**src/rtl/alu_seq_unit.sv**
```systemverilog
`timescale 1ns/1ps
`default_nettype none
// ============================================================================
// Module   : alu_seq_unit
// Purpose  : Parametrised multi-cycle ALU execution unit. Takes one-hot
//            encoded operations over a valid/ready handshake. Single-cycle
//            ops finish in one cycle. MUL/DIV/MOD iterate bit-serially.
//            Holds persistent compare flags (GT, ET).
// Ports    : clk, rst          - clock (rising edge), sync active-high reset
//            in_valid/in_ready - operation handshake (in_ready = idle)
//            op[12:0]          - one-hot: Add,Sub,Cmp,Mul,Div,Mod,Lsl,Lsr,
//                                Asr,Or,And,Not,Mov (bit 0 .. bit 12)
//            op_a, op_b        - operands
//            out_valid/out_ready - result handshake
//            result, err       - registered result; err = div-by-zero or
//                                illegal op (qualified by out_valid)
//            flag_gt, flag_et  - persistent compare flags, written by Cmp
// Revision : 1.0 - initial release
// ============================================================================
module alu_seq_unit #(
  parameter int WIDTH      = 16,
  parameter bit SIGNED_CMP = 1'b0,
  parameter int SHW        = $clog2(WIDTH)
) (
  input  logic             clk,
  input  logic             rst,
  input  logic             in_valid,
  output logic             in_ready,
  input  logic [12:0]      op,
  input  logic [WIDTH-1:0] op_a,
  input  logic [WIDTH-1:0] op_b,
  output logic             out_valid,
  input  logic             out_ready,
  output logic [WIDTH-1:0] result,
  output logic             err,
  output logic             flag_gt,
  output logic             flag_et
);

  typedef enum logic [1:0] {
    S_IDLE = 2'd0,
    S_ITER = 2'd1,
    S_DONE = 2'd2
  } state_t;

  state_t           state_q;
  logic             in_ready_q;
  logic             out_valid_q;
  logic [WIDTH-1:0] result_q;
  logic             err_q;
  logic             flag_gt_q;
  logic             flag_et_q;

  // Iterative datapath. a_q is the multiplicand (MUL) or the dividend that
  // shifts out MSB-first while the quotient shifts in (DIV/MOD). acc_q is the
  // partial product (MUL) or the partial remainder (DIV/MOD).
  logic [WIDTH-1:0] a_q;
  logic [WIDTH-1:0] b_q;
  logic [WIDTH-1:0] acc_q;
  logic [SHW-1:0]   cnt_q;
  logic             is_mul_q;
  logic             is_div_q;
  logic             dz_q;

  // Decode / single-cycle datapath
  logic             w_onehot;
  logic             w_is_iter;
  logic [SHW-1:0]   w_shamt;
  logic [WIDTH-1:0] w_sc_result;
  logic             w_gt;
  logic             w_et;

  // One iteration step
  logic [WIDTH-1:0] w_mul_next;
  logic [WIDTH:0]   w_trial;
  logic             w_ge;
  logic [WIDTH-1:0] w_sub;
  logic [WIDTH-1:0] w_rem_next;
  logic [WIDTH-1:0] w_quo_next;
  logic [WIDTH-1:0] w_iter_result;

  always_comb begin
    w_onehot    = (op != 13'd0) && ((op & (op - 13'd1)) == 13'd0);
    w_is_iter   = w_onehot && (op[3] || op[4] || op[5]);
    w_shamt     = op_b[SHW-1:0];
    w_et        = (op_a == op_b);
    w_gt        = SIGNED_CMP ? ($signed(op_a) > $signed(op_b)) : (op_a > op_b);
    w_sc_result = '0;
    if (w_onehot) begin
      case (1'b1)
        op[0]:   w_sc_result = op_a + op_b;
        op[1]:   w_sc_result = op_a - op_b;
        op[2]:   w_sc_result = op_a - op_b;
        op[6]:   w_sc_result = op_a << w_shamt;
        op[7]:   w_sc_result = op_a >> w_shamt;
        op[8]:   w_sc_result = WIDTH'($signed(op_a) >>> w_shamt);
        op[9]:   w_sc_result = op_a | op_b;
        op[10]:  w_sc_result = op_a & op_b;
        op[11]:  w_sc_result = ~op_a;
        op[12]:  w_sc_result = op_b;
        default: w_sc_result = '0;
      endcase
    end
  end

  always_comb begin
    w_mul_next = acc_q + (b_q[0] ? a_q : '0);
    w_trial    = {acc_q, a_q[WIDTH-1]};
    w_ge       = (w_trial >= {1'b0, b_q});
    // When w_ge holds the difference is below b_q, so the low WIDTH bits
    // carry the full remainder.
    w_sub      = w_trial[WIDTH-1:0] - b_q;
    w_rem_next = w_ge ? w_sub : w_trial[WIDTH-1:0];
    w_quo_next = {a_q[WIDTH-2:0], w_ge};
    if (is_mul_q) begin
      w_iter_result = w_mul_next;
    end else if (is_div_q) begin
      w_iter_result = w_quo_next;
    end else begin
      w_iter_result = w_rem_next;
    end
  end

  always_ff @(posedge clk) begin
    if (rst) begin
      state_q     <= S_IDLE;
      in_ready_q  <= 1'b1;
      out_valid_q <= 1'b0;
      result_q    <= '0;
      err_q       <= 1'b0;
      flag_gt_q   <= 1'b0;
      flag_et_q   <= 1'b0;
      a_q         <= '0;
      b_q         <= '0;
      acc_q       <= '0;
      cnt_q       <= '0;
      is_mul_q    <= 1'b0;
      is_div_q    <= 1'b0;
      dz_q        <= 1'b0;
    end else begin
      case (state_q)
        S_IDLE: begin
          if (in_valid) begin
            in_ready_q <= 1'b0;
            if (w_is_iter) begin
              state_q  <= S_ITER;
              a_q      <= op_a;
              b_q      <= op_b;
              acc_q    <= '0;
              cnt_q    <= SHW'(WIDTH - 1);
              is_mul_q <= op[3];
              is_div_q <= op[4];
              dz_q     <= (op_b == '0) && !op[3];
            end else begin
              state_q     <= S_DONE;
              out_valid_q <= 1'b1;
              result_q    <= w_sc_result;
              err_q       <= !w_onehot;
              if (w_onehot && op[2]) begin
                flag_gt_q <= w_gt;
                flag_et_q <= w_et;
              end
            end
          end
        end
        S_ITER: begin
          if (is_mul_q) begin
            acc_q <= w_mul_next;
            a_q   <= a_q << 1;
            b_q   <= b_q >> 1;
          end else begin
            acc_q <= w_rem_next;
            a_q   <= w_quo_next;
          end
          cnt_q <= cnt_q - 1'b1;
          // The last step's outcome is captured directly into result_q.
          if (cnt_q == '0) begin
            state_q     <= S_DONE;
            out_valid_q <= 1'b1;
            result_q    <= w_iter_result;
            err_q       <= dz_q;
          end
        end
        S_DONE: begin
          if (out_ready) begin
            state_q     <= S_IDLE;
            out_valid_q <= 1'b0;
            in_ready_q  <= 1'b1;
          end
        end
        default: begin
          state_q     <= S_IDLE;
          out_valid_q <= 1'b0;
          in_ready_q  <= 1'b1;
        end
      endcase
    end
  end

  assign in_ready  = in_ready_q;
  assign out_valid = out_valid_q;
  assign result    = result_q;
  assign err       = err_q;
  assign flag_gt   = flag_gt_q;
  assign flag_et   = flag_et_q;

endmodule
`default_nettype wire

```
**config.mk**
```make
export PLATFORM = sky130hd
export DESIGN_NAME = alu_seq_unit
export DESIGN_NICKNAME = d
export VERILOG_FILES = /design/src/rtl/alu_seq_unit.sv
export SDC_FILE = /design/constraint.sdc
export NUM_CORES = 1
export LEC_CHECK = 0
export CAP_MARGIN = 25
export CORE_MARGIN = 2
export CORE_UTILIZATION = 49
export CTS_BUF_LIST = sky130_fd_sc_hd__clkbuf_8 sky130_fd_sc_hd__clkbuf_16
export DETAILED_ROUTE_END_ITERATION = 8
export PLACE_DENSITY = 0.72
export SYNTH_ARGS = -nofsm -noshare
export SYNTH_HDL_FRONTEND = slang
export SYNTH_SLANG_ARGS = --single-unit
export TNS_END_PERCENT = 50
```
**constraint.sdc**
```tcl
create_clock -name clk -period 12.73 [get_ports clk]
set_input_delay 3.819 -clock clk [delete_from_list [all_inputs] [get_ports clk]]
set_output_delay 3.819 -clock clk [all_outputs]
set_load 0.1 [all_outputs]
```
## Yosys cells after proc, flatten, opt, wreduce, memory -nomap -nowiden

Index checks and enable logic that the tools add are counted.

- Magnitude comparators: 2
- Mux-type cells: 51
- Shifts and indexed selects: 3
- Bitwise operators: 6
- Reduce and logical (&&, ||, !) cells: 22
- Equality and inequality tests: 9
- Add/subtract/negate cells: 6

Operators by type and width:

| cell | number |
|---|---|
| $mux W16 | 26 |
| $pmux W16 S2 | 4 |
| $add A16 B16 Y16 | 2 |
| $sub A16 B16 Y16 | 2 |
| $ge A17 B16 Y1 | 1 |
| $and A16 B16 Y16 | 1 |
| $eq A16 B16 Y1 | 1 |
| $gt A16 B16 Y1 | 1 |
| $logic_not A16 Y1 | 1 |
| $not A16 Y16 | 1 |
| $or A16 B16 Y16 | 1 |
| $reduce_and A4 Y1 | 4 |
| $shl A16 B4 Y16 | 1 |
| $shr A16 B4 Y16 | 1 |
| $sshr A16 B4 Y16 | 1 |
| $and A13 B13 Y13 | 1 |
| $logic_not A13 Y1 | 1 |
| $reduce_bool A13 Y1 | 1 |
| $sub A13 B1 Y13 const B | 1 |
| $ne A2 B2 Y1 const B | 6 |
| $reduce_and A3 Y1 | 4 |
| $mux W1 | 10 |
| $mux W2 | 4 |
| $mux W4 | 2 |
| 14 further kinds | 21 |

- Register bits: 78
- Output and inout port bits: 21

## Depth between registers and ports, before layout

Gate-level depths: netlist of run 1.

- Word-level depth: 14
- Depth in mapped cells: 14

## Least setup slack after synthesis of run 1

OpenSTA, ideal clock, no wires.

- Path type: input port to flip-flop
- From: in op_b[1]
- To: reg result_q[13], in the netlist result[13]
- Slack: 6046 ps
- Data required time: 12644 ps
- Arrival time: 6599 ps
- Path buffers: 4
- Stages: 14
- Path through: buf_2 > buf_2 > buf_2 > buf_2 > inv_1 > ha_1 > o21bai_1 > a221o_1 > o221ai_1 > a21oi_1 > nand2b_1 > a31o_2 > a221o_1 > a211oi_1

- Word-level cells in the longest chain between the ends: 11

RTL lines:

| item | line | RTL |
|---|---|---|
| from (decl) | 31 | `input logic [WIDTH-1:0] op_b,` |
| $sshr A16 B4 Y16 | 96 | `op[8]: w_sc_result = WIDTH'($signed(op_a) >>> w_shamt);` |
| $mux W16 (5 in series) | 90 | `case (1'b1)` |
| $mux W16 * | 90 |  |
| $mux W16 * | 89 | `if (w_onehot) begin` |
| $mux W16 * | 145 | `if (w_is_iter) begin` |
| $mux W16 * | 143 | `if (in_valid) begin` |
| $pmux W16 S2 * | 141 | `case (state_q)` |
| to (signal assigned) | 157 | `result_q <= w_sc_result;` |
| to (signal assigned) | 180 | `result_q <= w_iter_result;` |
| to (decl) | 49 | `logic [WIDTH-1:0] result_q;` |

Mark *: on every way between the ends. The rest lies on a longest branch, timed or not. The select of a mux whose other input is x is not followed.
A chain may end at the register's enable or synchronous reset.

## Worst setup path in the final report of run 1

- From: in op_b[3]
- To: reg result_q[13], in the netlist result[13]

The elaborated chain is that of the path after synthesis.

==> results.yml, run 1 <==
route:
  dr.pass1.iters: 6
  vias: 11100
  route.detailed.drc: 0
  post_drt_via_cell_ratio: 6.75
  drt_first_iter_violations: 1639
  wl_um: 40000
  ant_nets: 0
  wl_per_cell_um: 24.3
logic_synthesis:
  synth.area.mux_share_pct: 8.80
  seq_area_frac_synth_pct: 15.6
  syn_avg_cell_area_sq_um: 7.35
  synth-simple-area-share_pct: 23.1
  ys_ff_latch: 78
  syn_nets: 1494
  synth.distinct_cells: 88
  synth_top_area_share_pct: 15.6
  synth_xor_area_share_pct: 4.04
  dominantRegCellSynth: "dfxtp_1"
  synth_area_sq_um: 9980
  yosys.area_share.adder_pct: 11.2
  async_flop_share_pct: 0
  synthesis.instances: 1359
  synth_compound_area_share_pct: 30.0
  synth_edf_count: 0
  synth_top_family_by_area: "compound AO/OA/AOI/OAI gates"
  synth_top_cell_by_area: "dfxtp_1"
  synth_warnings: 0
  synth.area.top_cells: "dfxtp_1, ha_1, a21oi_1"
placement:
  gp_congestion: 1.06
  portBuffers: 69
  dp_hpwl_um: 29800
  place_ws_ps: 5260
critical_path:
  cp_common_cell: "a221o_1"
  cp.arrival_ps: 7480
  path_buf_inv: 3
  crit_fanout: 32
  path_class: "input pin to register"
  critPathSlowestCell: "ha_1"
  max_stage_delay_ps: 510
  critPathLaunch: "op_b[3]"
  reg2regPathDepth: 9
  path_cells: "clkdlybuf4s50_1 > buf_4 > clkinv_1 > ha_1 > nor3_1 > a221o_1 > o221ai_1 > a21oi_1 > nand3_1 > a31o_2 > a221o_1 > a211oi_1"
  cp-end-kind: "register"
  r2r-start: "b_q[0]$_SDFFE_PP0P_"
  crit_cells: 12
  startpoint_type: "input pin"
  crit_required_ps: 12990
  critPathTopFamily: "compound AO/OA/AOI/OAI gates"
global_route:
  first_global_vias: 9913
  grtUsageTotal_pct: 36.2
  grt_pass1_wl_um: 60300
  antenna_found_initial: 0
  overflow: 0
  grt_start_max_net_pins: 80
clock_tree:
  post_cts_buffers: 0
  tritoncts: "yes"
  root_buffer: "clkbuf_16"
  cts_resized: 0
  cts_inserted_buffers: 9
  cts_sinks: 78
  htree_levels: 3
  cts_max_path_buffers: 2
  clk_pin_slew_ps: 70
  cts-hold-fix-buffers: 0
  worstSkewPairLatency_ps: 360
floorplanning:
  die_area_sq_um: 21500
  rows: 52
  io_pins: 70
  die_w_um: 147
  core_sq_um: 20100
  start_util_pct: 49.7
  die-height_um: 147
timing:
  finalHoldViolCount: 0
  tightest_slew_ps: 1070
  setup_ws_ps: 5510
  grt_setup_unrepaired: "false"
  finalMaxSlewViolations: 0
  max_freq_mhz: 138
  fin_tns_setup_ps: 0
  fin_skew_ps: 9.26
  fin_crit_sh_pct: 56.7
  timing.slew.headroom_pct: 28.2
  period_minus_slack_ps: 7220
  setup_viol: 0
layout:
  n_fill_cell: 1950
  layout.nets: 1502
  final_common_cell: "nor2_1"
  final_cell_mix: "nor2_1, nand2_1, a21oi_1, ha_1, dfxtp_1"
  diodes: 0
  utilization_pct: 55.1
  drive_above_1_share_pct: 8.45
  area_growth_pct: 11.0
pwr:
  power_uw: 831
  max-vdd-ir-drop_uv: 67.0
  p_leak_nw: 4.27
  p_per_area_nw_per_um2: 75.0
hold_path:
  hold_path.startpoint: "err$_SDFFE_PP0P_"
  holdPathStages: 2
  hold_class: "register to register"
status:
  status: "finished clean"
flow_run:
  cap_violations: 0
[per-stage QoR]
step | instance area [sq um] | std cells | hold WS, ps
after floorplan | 9980 | 1359 | 455
after global placement | 10800 | 1626 | 449
after detailed placement | 10800 | 1626 | 452
after CTS | 11100 | 1642 | 462
after global routing | 11100 | 1642 | 499
final | 11100 | 1642 | 461
[area by class of cell]
cell class	count	area [sq um]	share of cell area, %
clock buffers	9	225	2.03
clock inverters	7	73.8	0.666
inverters	78	293	2.64
multi-input cells	1104	7710	69.6
flip-flops and latches	78	1560	14.1
well taps	270	338	3.05
repair buffers	96	878	7.93
[worst min-delay path, delay by kind of cell (launching register included)]
kind | cells | cell delay [ps]
flip-flops | 1 | 310
AO/OA/AOI/OAI | 1 | 50
AND/OR/NAND/NOR | 1 | 50
[cells in the mapped netlist (all sizes together), types with 17 or more instances]
| cell | number |
|---|---|
| o211ai | 24 |
| nand4 | 18 |
| mux4 | 21 |
| nand2 | 141 |
| a31oi | 18 |
| buf | 27 |
| dfxtp | 78 |
| a211oi | 21 |
| a21oi | 134 |
| ha | 82 |
| mux2i | 27 |
| xnor2 | 36 |
| a311oi | 26 |
| nor3 | 30 |
| nor2b | 19 |
| inv | 76 |
| and2 | 17 |
| nand3 | 26 |
| o21ai | 41 |
| nand2b | 28 |
| clkbuf | 72 |
| nor2 | 153 |
[sequential cells by signal, summed over array words and instances, names as in the netlist, 2 cells and up]
| name | cells |
|---|---|
| state_q | 2 |
| cnt_q | 4 |
| b_q | 16 |
| result | 16 |
| a_q | 16 |
| acc_q | 16 |
[where the power goes]
part	switching [mW]	total (mW)	leakage, nW	internal (mW)
Sequential	0.00455	0.254	0.632	0.249
Combinational	0.202	0.305	3.50	0.103
Clock	0.119	0.272	0.140	0.153
[cells by family after synthesis]
family,count (synthesis)
buf+inv,177
simple gates,485
xor+xnor,46
mux,60
flops,78
compound gates,426
fa+ha+maj,87
[path summary, 6_finish.rpt]
check        slack (ps)                      end
max                5510  result[13]$_SDFFE_PP0P_
min                 460         err$_SDFFE_PP0P_
max reg2reg        9060   result[2]$_SDFFE_PP0P_
min reg2reg         460         err$_SDFFE_PP0P_
[routing by layer]
metal  routed length, um  vias up  track usage (%)
met3                4680      128             6.21
met5                   0        -                0
met1               16500     5226             51.6
met2               16700      714             53.6
met4                2070        0             16.2
li1                    -     5022                -
No activity file was read; power rests on OpenSTA's default activity.
==> run 2, diff against run 1 <==
Clock period 12.73 ns to 6.7 ns, I/O delays scaled along.
==> run 2 against run 1 <==
Net effect:
- register-to-register slack worse by 5900 ps
- utilization grew 0.65 points
- worst setup slack got worse by 4100 ps
- critical path depth down 1
- first-iteration DRC count shrank 16%
- critical endpoint is now result[14]$_SDFFE_PP0P_
- sequential share of layout area decreased by 0.16 points
- via count up 0.22%
- clock-buffer cell count is 1 higher
==> results.yml, run 2 (same netlist as run 1, synthesis figures left out) <==
status:
  status: "finished clean"
floorplanning:
  rows: 52
  core_sq_um: 20100
  die_area_sq_um: 21500
  die_w_um: 147
  io_pins: 70
  die-height_um: 147
  start_util_pct: 49.7
timing:
  finalHoldViolCount: 0
  fin_tns_setup_ps: 0
  tightest_slew_ps: 984
  grt_setup_unrepaired: "false"
  finalMaxSlewViolations: 0
  max_freq_mhz: 191
  fin_crit_sh_pct: 78.2
  period_minus_slack_ps: 5240
  timing.slew.headroom_pct: 34.2
  hold_slack_ps: 448
  setup_viol: 0
  fin_skew_ps: 9.89
  setup_ws_ps: 1460
clock_tree:
  cts_sinks: 78
  cts_max_path_buffers: 2
  root_buffer: "clkbuf_16"
  cts_inserted_buffers: 9
  htree_levels: 3
  cts-hold-fix-buffers: 0
  tritoncts: "yes"
  worstSkewPairLatency_ps: 350
  post_cts_buffers: 0
  clk_pin_slew_ps: 60
  cts_resized: 0
critical_path:
  crit_fanout: 13
  cp.arrival_ps: 5500
  cp-end-kind: "register"
  path_class: "input pin to register"
  crit_required_ps: 6960
  startpoint_type: "input pin"
layout:
  area_growth_pct: 12.3
  register_area_sq_um: 1560
  drive_above_1_share_pct: 9.12
  layout.nets: 1513
  multi_input_area_sq_um: 7710
  final_common_cell: "nor2_1"
  utilization_pct: 55.8
  final_cell_mix: "nor2_1, nand2_1, a21oi_1, ha_1, dfxtp_1"
  n_fill_cell: 1926
global_route:
  overflow: 0
  grt_start_max_net_pins: 46
  first_global_vias: 10200
  grtUsageTotal_pct: 37.2
  grt_pass1_wl_um: 61500
  antenna_found_initial: 1
route:
  ant_nets: 0
  wl_per_cell_um: 24.5
  wl_um: 40600
  drt_first_iter_violations: 1370
  post_drt_via_cell_ratio: 6.72
  dr.pass1.iters: 5
  vias: 11100
  route.detailed.drc: 0
placement:
  dp_hpwl_um: 31000
  place_ws_ps: 1190
  gp_congestion: 1.03
  portBuffers: 69
pwr:
  p_per_area_nw_per_um2: 148
  p_leak_nw: 4.36
  power_mw: 1.66
  max-vdd-ir-drop_uv: 109
hold_path:
  hold_class: "register to register"
flow_run:
  cap_violations: 0
## run 2: path summary, 6_finish.rpt
kind,startpoint,to,slack [ps],cells past startpoint
max,op_a[6],result[14]$_SDFFE_PP0P_,1460,11
min,err$_SDFFE_PP0P_,err$_SDFFE_PP0P_,450,2
max reg2reg,b_q[0]$_SDFFE_PP0P_,result[15]$_SDFFE_PP0P_,3160,10
min reg2reg,err$_SDFFE_PP0P_,err$_SDFFE_PP0P_,450,2
## run 2: stage by stage
step | instances | area, sq um
floorplan | 1359 | 9980
global placement | 1636 | 10900
detailed placement | 1636 | 10900
CTS | 1651 | 11200
global route | 1652 | 11200
finish | 1653 | 11200
## run 2: area by class of cell
type	count	share of cell area, %
clock inverters	5	0.960
clock buffers	10	2.13
inverters	78	2.61
flip-flops and latches	78	13.9
repair buffers	107	8.57
well taps	270	3.01
diodes	1	0.0223
multi-input cells	1104	68.8
## run 2: where the power goes
part | internal [mW] | total [mW] | switching, mW
Sequential | 0.474 | 0.483 | 0.00932
Clock | 0.374 | 0.586 | 0.212
Combinational | 0.200 | 0.588 | 0.389
## run 2: per-layer routing
metal / wire length (um) / track usage, % / up-vias
met5: 0 / 0 / -
met4: 2460 / 18.5 / 0
met3: 4530 / 6.55 / 129
met2: 17000 / 56.0 / 681
met1: 16600 / 51.3 / 5259
li1: - / - / 5045
## run 2: worst max-delay path, stage by stage
cell and delay, ps:
clkdlybuf4s50_1 780, inv_1 130, ha_1 570, nor2b_1 120
or4_1 440, o221ai_1 270, a31oi_1 180, a221oi_1 410
xnor2_1 190, o221ai_1 150, a311oi_1 250
